## config.mk

```make
export PLATFORM = sky130hd
export DESIGN_NAME = func_unit_arbiter_flat
export DESIGN_NICKNAME = d
export VERILOG_FILES = /design/src/rtl/func_unit_arbiter_if.sv /design/src/rtl/func_unit_arbiter.sv /design/src/flat_wrapper.sv
export SDC_FILE = /design/constraint.sdc
export NUM_CORES = 1
export LEC_CHECK = 0
export BUFFER_PORTS_ARGS = -buffer_cell sky130_fd_sc_hd__buf_2
export CORE_MARGIN = 5
export CORE_UTILIZATION = 45
export CTS_CLUSTER_SIZE = 40
export DETAILED_ROUTE_END_ITERATION = 10
export HOLD_SLACK_MARGIN = 0.1
export MAX_ROUTING_LAYER = met4
export PLACE_DENSITY = 0.84
export SLEW_MARGIN = 25
export SYNTH_ARGS = -nofsm -noshare
export SYNTH_HDL_FRONTEND = slang
export SYNTH_SLANG_ARGS = --single-unit
```

## constraint.sdc

```tcl
create_clock -name clk -period 2.5 [get_ports clk]
set_input_delay 0.125 -clock clk [delete_from_list [all_inputs] [get_ports clk]]
set_output_delay 0.125 -clock clk [all_outputs]
set_load 0.05 [all_outputs]
```

## src/rtl/func_unit_arbiter_if.sv

```systemverilog
// func_unit_arbiter_if: requester, response and FU handshake signals of the shared-FU arbiter
//  master: arbiter side (drives req_ready, rsp_*, fu_req_valid, fu_arg)
//  slave : requesters plus FU (drive req_valid, req_arg, rsp_ready, fu_req_ready, fu_rsp_*)
interface func_unit_arbiter_if #(
   parameter int NREQ = 4,
   parameter int W    = 8
);
   logic [NREQ-1:0]   req_valid;
   logic [NREQ*W-1:0] req_arg;
   logic [NREQ-1:0]   req_ready;
   logic [NREQ-1:0]   rsp_valid;
   logic [NREQ-1:0]   rsp_ready;
   logic [W-1:0]      rsp_data;
   logic              rsp_err;
   logic              fu_req_valid;
   logic              fu_req_ready;
   logic [W-1:0]      fu_arg;
   logic              fu_rsp_valid;
   logic [W-1:0]      fu_rsp_data;
   modport master (
      input  req_valid, req_arg, rsp_ready, fu_req_ready, fu_rsp_valid, fu_rsp_data,
      output req_ready, rsp_valid, rsp_data, rsp_err, fu_req_valid, fu_arg
   );
   modport slave (
      output req_valid, req_arg, rsp_ready, fu_req_ready, fu_rsp_valid, fu_rsp_data,
      input  req_ready, rsp_valid, rsp_data, rsp_err, fu_req_valid, fu_arg
   );
endinterface

```

## src/rtl/func_unit_arbiter.sv

```systemverilog
// func_unit_arbiter: round-robin sharing of one function unit among NREQ requesters, one op in flight
//  clk, rst_n : clock (rising edge), asynchronous active-low reset
//  bus        : func_unit_arbiter_if.master (req_valid/req_arg/req_ready, rsp_valid/rsp_ready/rsp_data/rsp_err,
//               fu_req_valid/fu_req_ready/fu_arg, fu_rsp_valid/fu_rsp_data)
//  FUNC_ARB_TIMEOUT_EN : when defined, an op whose FU result has not arrived TIMEOUT cycles after issue
//               completes with rsp_err=1 and rsp_data=0
module func_unit_arbiter #(
   parameter int NREQ    = 4,
   parameter int W       = 8,
   parameter int TIMEOUT = 16
) (
   input logic                 clk,
   input logic                 rst_n,
   func_unit_arbiter_if.master bus
);
   localparam int IW = $clog2(NREQ);
   typedef enum logic [1:0] {IDLE, ISSUE, WAIT, RESP} state_t;
   state_t state_q, state_d;
   logic [IW-1:0] ptr_q, ptr_d, g_q, g_d, pick;
   logic [W-1:0] arg_q, arg_d, data_q, data_d;
   logic [IW:0] sum;
   logic any;
`ifdef FUNC_ARB_TIMEOUT_EN
   localparam int CW = $clog2(TIMEOUT + 1);
   logic [CW-1:0] cnt_q, cnt_d;
   logic err_q, err_d;
`endif
   // Scan from the farthest offset down so the nearest requester at or after ptr wins.
   always_comb begin
      any  = 1'b0;
      pick = '0;
      sum  = '0;
      for (int k = NREQ - 1; k >= 0; k--) begin
         sum = {1'b0, ptr_q} + (IW+1)'(k);
         if (sum >= (IW+1)'(NREQ)) sum = sum - (IW+1)'(NREQ);
         if (bus.req_valid[sum[IW-1:0]]) begin
            any  = 1'b1;
            pick = sum[IW-1:0];
         end
      end
   end
   always_comb begin
      state_d = state_q;
      ptr_d   = ptr_q;
      g_d     = g_q;
      arg_d   = arg_q;
      data_d  = data_q;
`ifdef FUNC_ARB_TIMEOUT_EN
      cnt_d   = (state_q == IDLE) ? '0 : cnt_q;
      err_d   = (state_q == RESP) ? err_q : 1'b0;
`endif
      case (state_q)
         IDLE: if (any) begin
            g_d     = pick;
            arg_d   = bus.req_arg[int'(pick)*W +: W];
            state_d = ISSUE;
         end
         // A zero-latency FU may return its result in the issue handshake cycle.
         ISSUE: if (bus.fu_req_ready) begin
            state_d = bus.fu_rsp_valid ? RESP : WAIT;
            data_d  = bus.fu_rsp_valid ? bus.fu_rsp_data : data_q;
         end
         WAIT: if (bus.fu_rsp_valid) begin
            state_d = RESP;
            data_d  = bus.fu_rsp_data;
         end
         RESP: if (bus.rsp_ready[g_q]) begin
            ptr_d   = (g_q == IW'(NREQ - 1)) ? '0 : g_q + 1'b1;
            state_d = IDLE;
         end
         default: state_d = IDLE;
      endcase
`ifdef FUNC_ARB_TIMEOUT_EN
      if ((state_q == ISSUE || state_q == WAIT) && state_d != RESP) begin
         if (cnt_q == CW'(TIMEOUT - 1)) begin
            state_d = RESP;
            data_d  = '0;
            err_d   = 1'b1;
         end else cnt_d = cnt_q + 1'b1;
      end
`endif
   end
   always_ff @(posedge clk or negedge rst_n) begin
      if (!rst_n) begin
         state_q <= IDLE;
         ptr_q   <= '0;
         g_q     <= '0;
         arg_q   <= '0;
         data_q  <= '0;
`ifdef FUNC_ARB_TIMEOUT_EN
         cnt_q   <= '0;
         err_q   <= 1'b0;
`endif
      end else begin
         state_q <= state_d;
         ptr_q   <= ptr_d;
         g_q     <= g_d;
         arg_q   <= arg_d;
         data_q  <= data_d;
`ifdef FUNC_ARB_TIMEOUT_EN
         cnt_q   <= cnt_d;
         err_q   <= err_d;
`endif
      end
   end
   // The accept pulse is combinational in the grant cycle; gated so it stays low while reset is held.
   assign bus.req_ready    = (state_q == IDLE && any && rst_n) ? NREQ'(1) << pick : '0;
   assign bus.rsp_valid    = (state_q == RESP) ? NREQ'(1) << g_q : '0;
   assign bus.rsp_data     = data_q;
   assign bus.fu_req_valid = state_q == ISSUE;
   assign bus.fu_arg       = (state_q == ISSUE) ? arg_q : '0;
`ifdef FUNC_ARB_TIMEOUT_EN
   assign bus.rsp_err      = err_q;
`else
   assign bus.rsp_err      = 1'b0;
`endif
endmodule

```

## src/flat_wrapper.sv

```systemverilog
// flat-port wrapper written by rule: the top's interface ports become plain ports
module func_unit_arbiter_flat 
#(
   parameter int NREQ    = 4,
   parameter int W       = 8,
   parameter int TIMEOUT = 16
)
  (clk, rst_n, bus_req_valid, bus_req_arg, bus_rsp_ready, bus_fu_req_ready, bus_fu_rsp_valid, bus_fu_rsp_data, bus_req_ready, bus_rsp_valid, bus_rsp_data, bus_rsp_err, bus_fu_req_valid, bus_fu_arg);
  func_unit_arbiter_if #(.NREQ(NREQ), .W(W)) bus_i ();
  input logic clk;
  input logic rst_n;
  input wire logic [$bits(bus_i.req_valid)-1:0] bus_req_valid;
  input wire logic [$bits(bus_i.req_arg)-1:0] bus_req_arg;
  input wire logic [$bits(bus_i.rsp_ready)-1:0] bus_rsp_ready;
  input wire logic [$bits(bus_i.fu_req_ready)-1:0] bus_fu_req_ready;
  input wire logic [$bits(bus_i.fu_rsp_valid)-1:0] bus_fu_rsp_valid;
  input wire logic [$bits(bus_i.fu_rsp_data)-1:0] bus_fu_rsp_data;
  output wire logic [$bits(bus_i.req_ready)-1:0] bus_req_ready;
  output wire logic [$bits(bus_i.rsp_valid)-1:0] bus_rsp_valid;
  output wire logic [$bits(bus_i.rsp_data)-1:0] bus_rsp_data;
  output wire logic [$bits(bus_i.rsp_err)-1:0] bus_rsp_err;
  output wire logic [$bits(bus_i.fu_req_valid)-1:0] bus_fu_req_valid;
  output wire logic [$bits(bus_i.fu_arg)-1:0] bus_fu_arg;
  assign bus_i.req_valid = bus_req_valid;
  assign bus_i.req_arg = bus_req_arg;
  assign bus_i.rsp_ready = bus_rsp_ready;
  assign bus_i.fu_req_ready = bus_fu_req_ready;
  assign bus_i.fu_rsp_valid = bus_fu_rsp_valid;
  assign bus_i.fu_rsp_data = bus_fu_rsp_data;
  assign bus_req_ready = bus_i.req_ready;
  assign bus_rsp_valid = bus_i.rsp_valid;
  assign bus_rsp_data = bus_i.rsp_data;
  assign bus_rsp_err = bus_i.rsp_err;
  assign bus_fu_req_valid = bus_i.fu_req_valid;
  assign bus_fu_arg = bus_i.fu_arg;
  func_unit_arbiter #(.NREQ(NREQ), .W(W), .TIMEOUT(TIMEOUT)) u_core (.clk(clk), .rst_n(rst_n), .bus(bus_i));
endmodule
```

==> results_dict.tcl <==
set metrics [dict create \
    status "completed" \
    antenna_found_initial 0 \
    seq_power_share_pct 27.2 \
    grt_pass1_vias 1415 \
    yosys_most_used_dff "dfrtp_1" \
    final-setup-viol-count 0 \
    die_area_um2 4630 \
    ir_drop_mv 0.412 \
    routed.top_layer "met4" \
    hpwlAfterDp_um 3040 \
    pwr-share-comb_pct 64.6 \
    ys_warn_count 0 \
    p_int_mw 1.16 \
    worstSetupEndpointType "output port" \
    timing.rr.end "u_core.bus.rsp_data[7]$_DFFE_PN0P_" \
    seq_area_frac_synth_pct 36.3 \
    area_growth_pct 35.6 \
    cts_buffer_depth 2 \
    rows 21 \
    die_w_um 68.1 \
    nets 299 \
    pre_cts_slack_ns 0.428 \
    met1_length_um 1660 \
    layout-drive-gt1-share_pct 41.4 \
    cap_violations 0 \
    vias 1468 \
    gr-total-overflow 0 \
    cts_resized 0 \
    p_switching_mw 1.25 \
    synthCells 154 \
    port_buffers 76 \
    endpoint "bus_req_ready[3]" \
    fp.dieH_um 68.1 \
    switching_share_pct 51.8 \
    fin_ws_ns 0.210 \
    cts_buffers 3 \
    cts_tree "yes" \
    totalWireLength_um 4010 \
    clk_latency_ns 0.31 \
    wl_per_cell_um 14.2 \
    syn_area_per_cell_um2 9.85 \
    path_class "reg2out" \
    dr.pass1.iters 4 \
    postRouteAntennaNets 0 \
    gp_congestion 0.800 \
    drt_iter0_drc 48 \
    fin_crit_sh_pct 91.6 \
    vias_per_cell 5.19 \
    r2r-start "u_core.state_q[1]$_DFFE_PN0P_" \
    hp-class "in2reg" \
    clkSlewWorstSetupHoldPaths_ns 0.12 \
    grt_usage_pct 18.3 \
    cts_root_buffer "clkbuf_4" \
    path_max_fanout 18 \
    power.total_mw 2.41 \
    setup.worst_path.start_class "register" \
    coreArea_um2 3310 \
    io_pins 78 \
    ys_seq_elements 22 \
    drc 0 \
    htreeDepth 1 \
    cellPowerDensity_nw_per_um2 1170 \
    fmax_mhz 437 \
    crit_path_start "u_core.ptr_q[0]$_DFFE_PN0P_" \
    final_hold_viol_count 0 \
    skew_ns 0.00605 \
    synth.cell_area_um2 1520 \
    leakagePower_nw 1.09 \
    grt_max_degree 24 \
    post-cts-setup-buffers 0 \
    drv_slew 0 \
    reg2regPathDepth 5 \
    rrSetupSlack_ns 0.39 \
    synth_edf_count 0 \
    antennaDiodeCount 0 \
    async_flop_share_pct 100 \
    p_clk_share_pct 8.2 \
    ys_types 35 \
    cp.required_ns 2.38 \
    cp.arrival_ns 2.16 \
    wl_met3_um 289 \
    synth_nets 215 \
    clock-sinks 22 \
    met2_length_um 1980 \
    start_util_pct 45.8 \
    grt_pass1_wl_um 6240 \
    grt_setup_unrepaired "false" \
    min_period_ns 2.29 \
]
[timing repair]
action	4_1_cts	5_1_grt
setup endpoints to repair	0	0
hold buffers	9	0
hold endpoints to repair	30	0
[synthesized netlist by cell type, drive strengths merged (4+ instances only)]
cell / n / area [um2]
a21boi: 9 / 67.6
and2: 13 / 83.8
and3: 8 / 50.1
buf: 4 / 35.0
clkbuf: 5 / 18.8
dfrtp: 22 / 551
ha: 9 / 113
inv: 8 / 30.0
mux2: 11 / 124
mux2i: 8 / 80.1
nand2: 14 / 52.6
nor2b: 4 / 25.0
nor3: 4 / 20.0
o21ai: 10 / 50.0
o311ai: 8 / 70.1
[power groups by stage]
| stage | logic, mW | registers (mW) | clock network, mW |
|---|---|---|---|
| 2_1_floorplan | 0.996 | 0.866 | 0 |
| 3_3_place_gp | 1.52 | 0.648 | 0 |
| 3_5_place_dp | 1.55 | 0.659 | 0 |
| 4_1_cts | 1.57 | 0.653 | 0.199 |
| 5_1_grt | 1.70 | 0.680 | 0.215 |
| 6_report | 1.56 | 0.656 | 0.197 |
[metal layers]
layer / up-vias / global-route usage [%]
li1: 728 / -
met1: 668 / 23.2
met2: 64 / 29.8
met3: 8 / 2.46
met4: 0 / 6.45
met5: - / -
[cells in the final DEF, fill, tap and decap left out, types with 2 or more instances in the layout]
| cell type | Yosys | layout |
|---|---|---|
| ha_1 | 9 | 9 |
| and2_1 | 12 | 12 |
| o21ai_0 | 9 | 9 |
| o31ai_1 | 2 | 2 |
| buf_2 | 1 | 76 |
| nor3_1 | 4 | 4 |
| and3_1 | 8 | 8 |
| buf_4 | 1 | 3 |
| inv_1 | 8 | 8 |
| clkbuf_4 | 0 | 3 |
| mux2i_1 | 8 | 8 |
| a21boi_0 | 9 | 9 |
| mux2_2 | 11 | 11 |
| dlygate4sd3_1 | 0 | 9 |
| o21bai_1 | 2 | 2 |
| nand2_1 | 14 | 14 |
| nor2b_1 | 4 | 4 |
| dfrtp_1 | 22 | 22 |
| o311ai_1 | 7 | 7 |
[cell families after synthesis]
logic type	count (synthesis)	synth area share, %
AND/OR/NAND/NOR	47	17.3
flip-flops	22	36.3
adder cells (fa/ha/maj)	9	7.43
multiplexers	20	14.9
AO/OA/AOI/OAI	38	18.2
buffers and inverters	17	5.53
other	1	0.247
[layout make-up]
cell class | instances | area [um2]
Timing Repair Buffer | 88 | 493
Fill cell | 308 | 1250
Sequential cell | 22 | 551
Multi-Input combinational cell | 115 | 890
Inverter | 8 | 30.0
Tap cell | 46 | 57.6
Clock buffer | 4 | 36.3
[sequential cells by signal, summed over array words and instances, names as in the netlist]
register	count
u_core.ptr_q	2
u_core.bus.rsp_data	8
u_core.g_q	2
u_core.state_q	2
u_core.arg_q	8
[worst min-delay path by stage]
| stage | startpoint | to | cells past startpoint |
|---|---|---|---|
| detailed placement | rst_n | u_core.bus.rsp_data[4]$_DFFE_PN0P_ | 2 |
| finish | bus_req_arg[11] | u_core.arg_q[3]$_DFFE_PN0P_ | 3 |
| global placement | rst_n | u_core.bus.rsp_data[4]$_DFFE_PN0P_ | 2 |
| floorplan | rst_n | u_core.arg_q[0]$_DFFE_PN0P_ | 0 |
| global route | bus_req_arg[9] | u_core.arg_q[1]$_DFFE_PN0P_ | 3 |
| CTS | bus_req_arg[11] | u_core.arg_q[3]$_DFFE_PN0P_ | 3 |
[critical path, stage by stage, from the launching register on]
cell and delay (ns):
dfrtp_1 0.40, nor2b_1 0.10, or4b_4 0.65, and2_4 0.27, nor3_1 0.16, buf_2 0.28
[through the flow]
step	setup TNS, ns	std cells	area, um2	util, %	hold slack (ns)
finish	0	283	2060	62.1	0.145
global route	0	283	2060	62.1	0.163
CTS	0	283	2060	62.1	0.145
detailed placement	0	270	1930	58.3	0.112
global placement	0	270	1930	58.3	0.111
floorplan	-0.156	154	1520	-	-0.171
(Power assumes the default switching activity.)
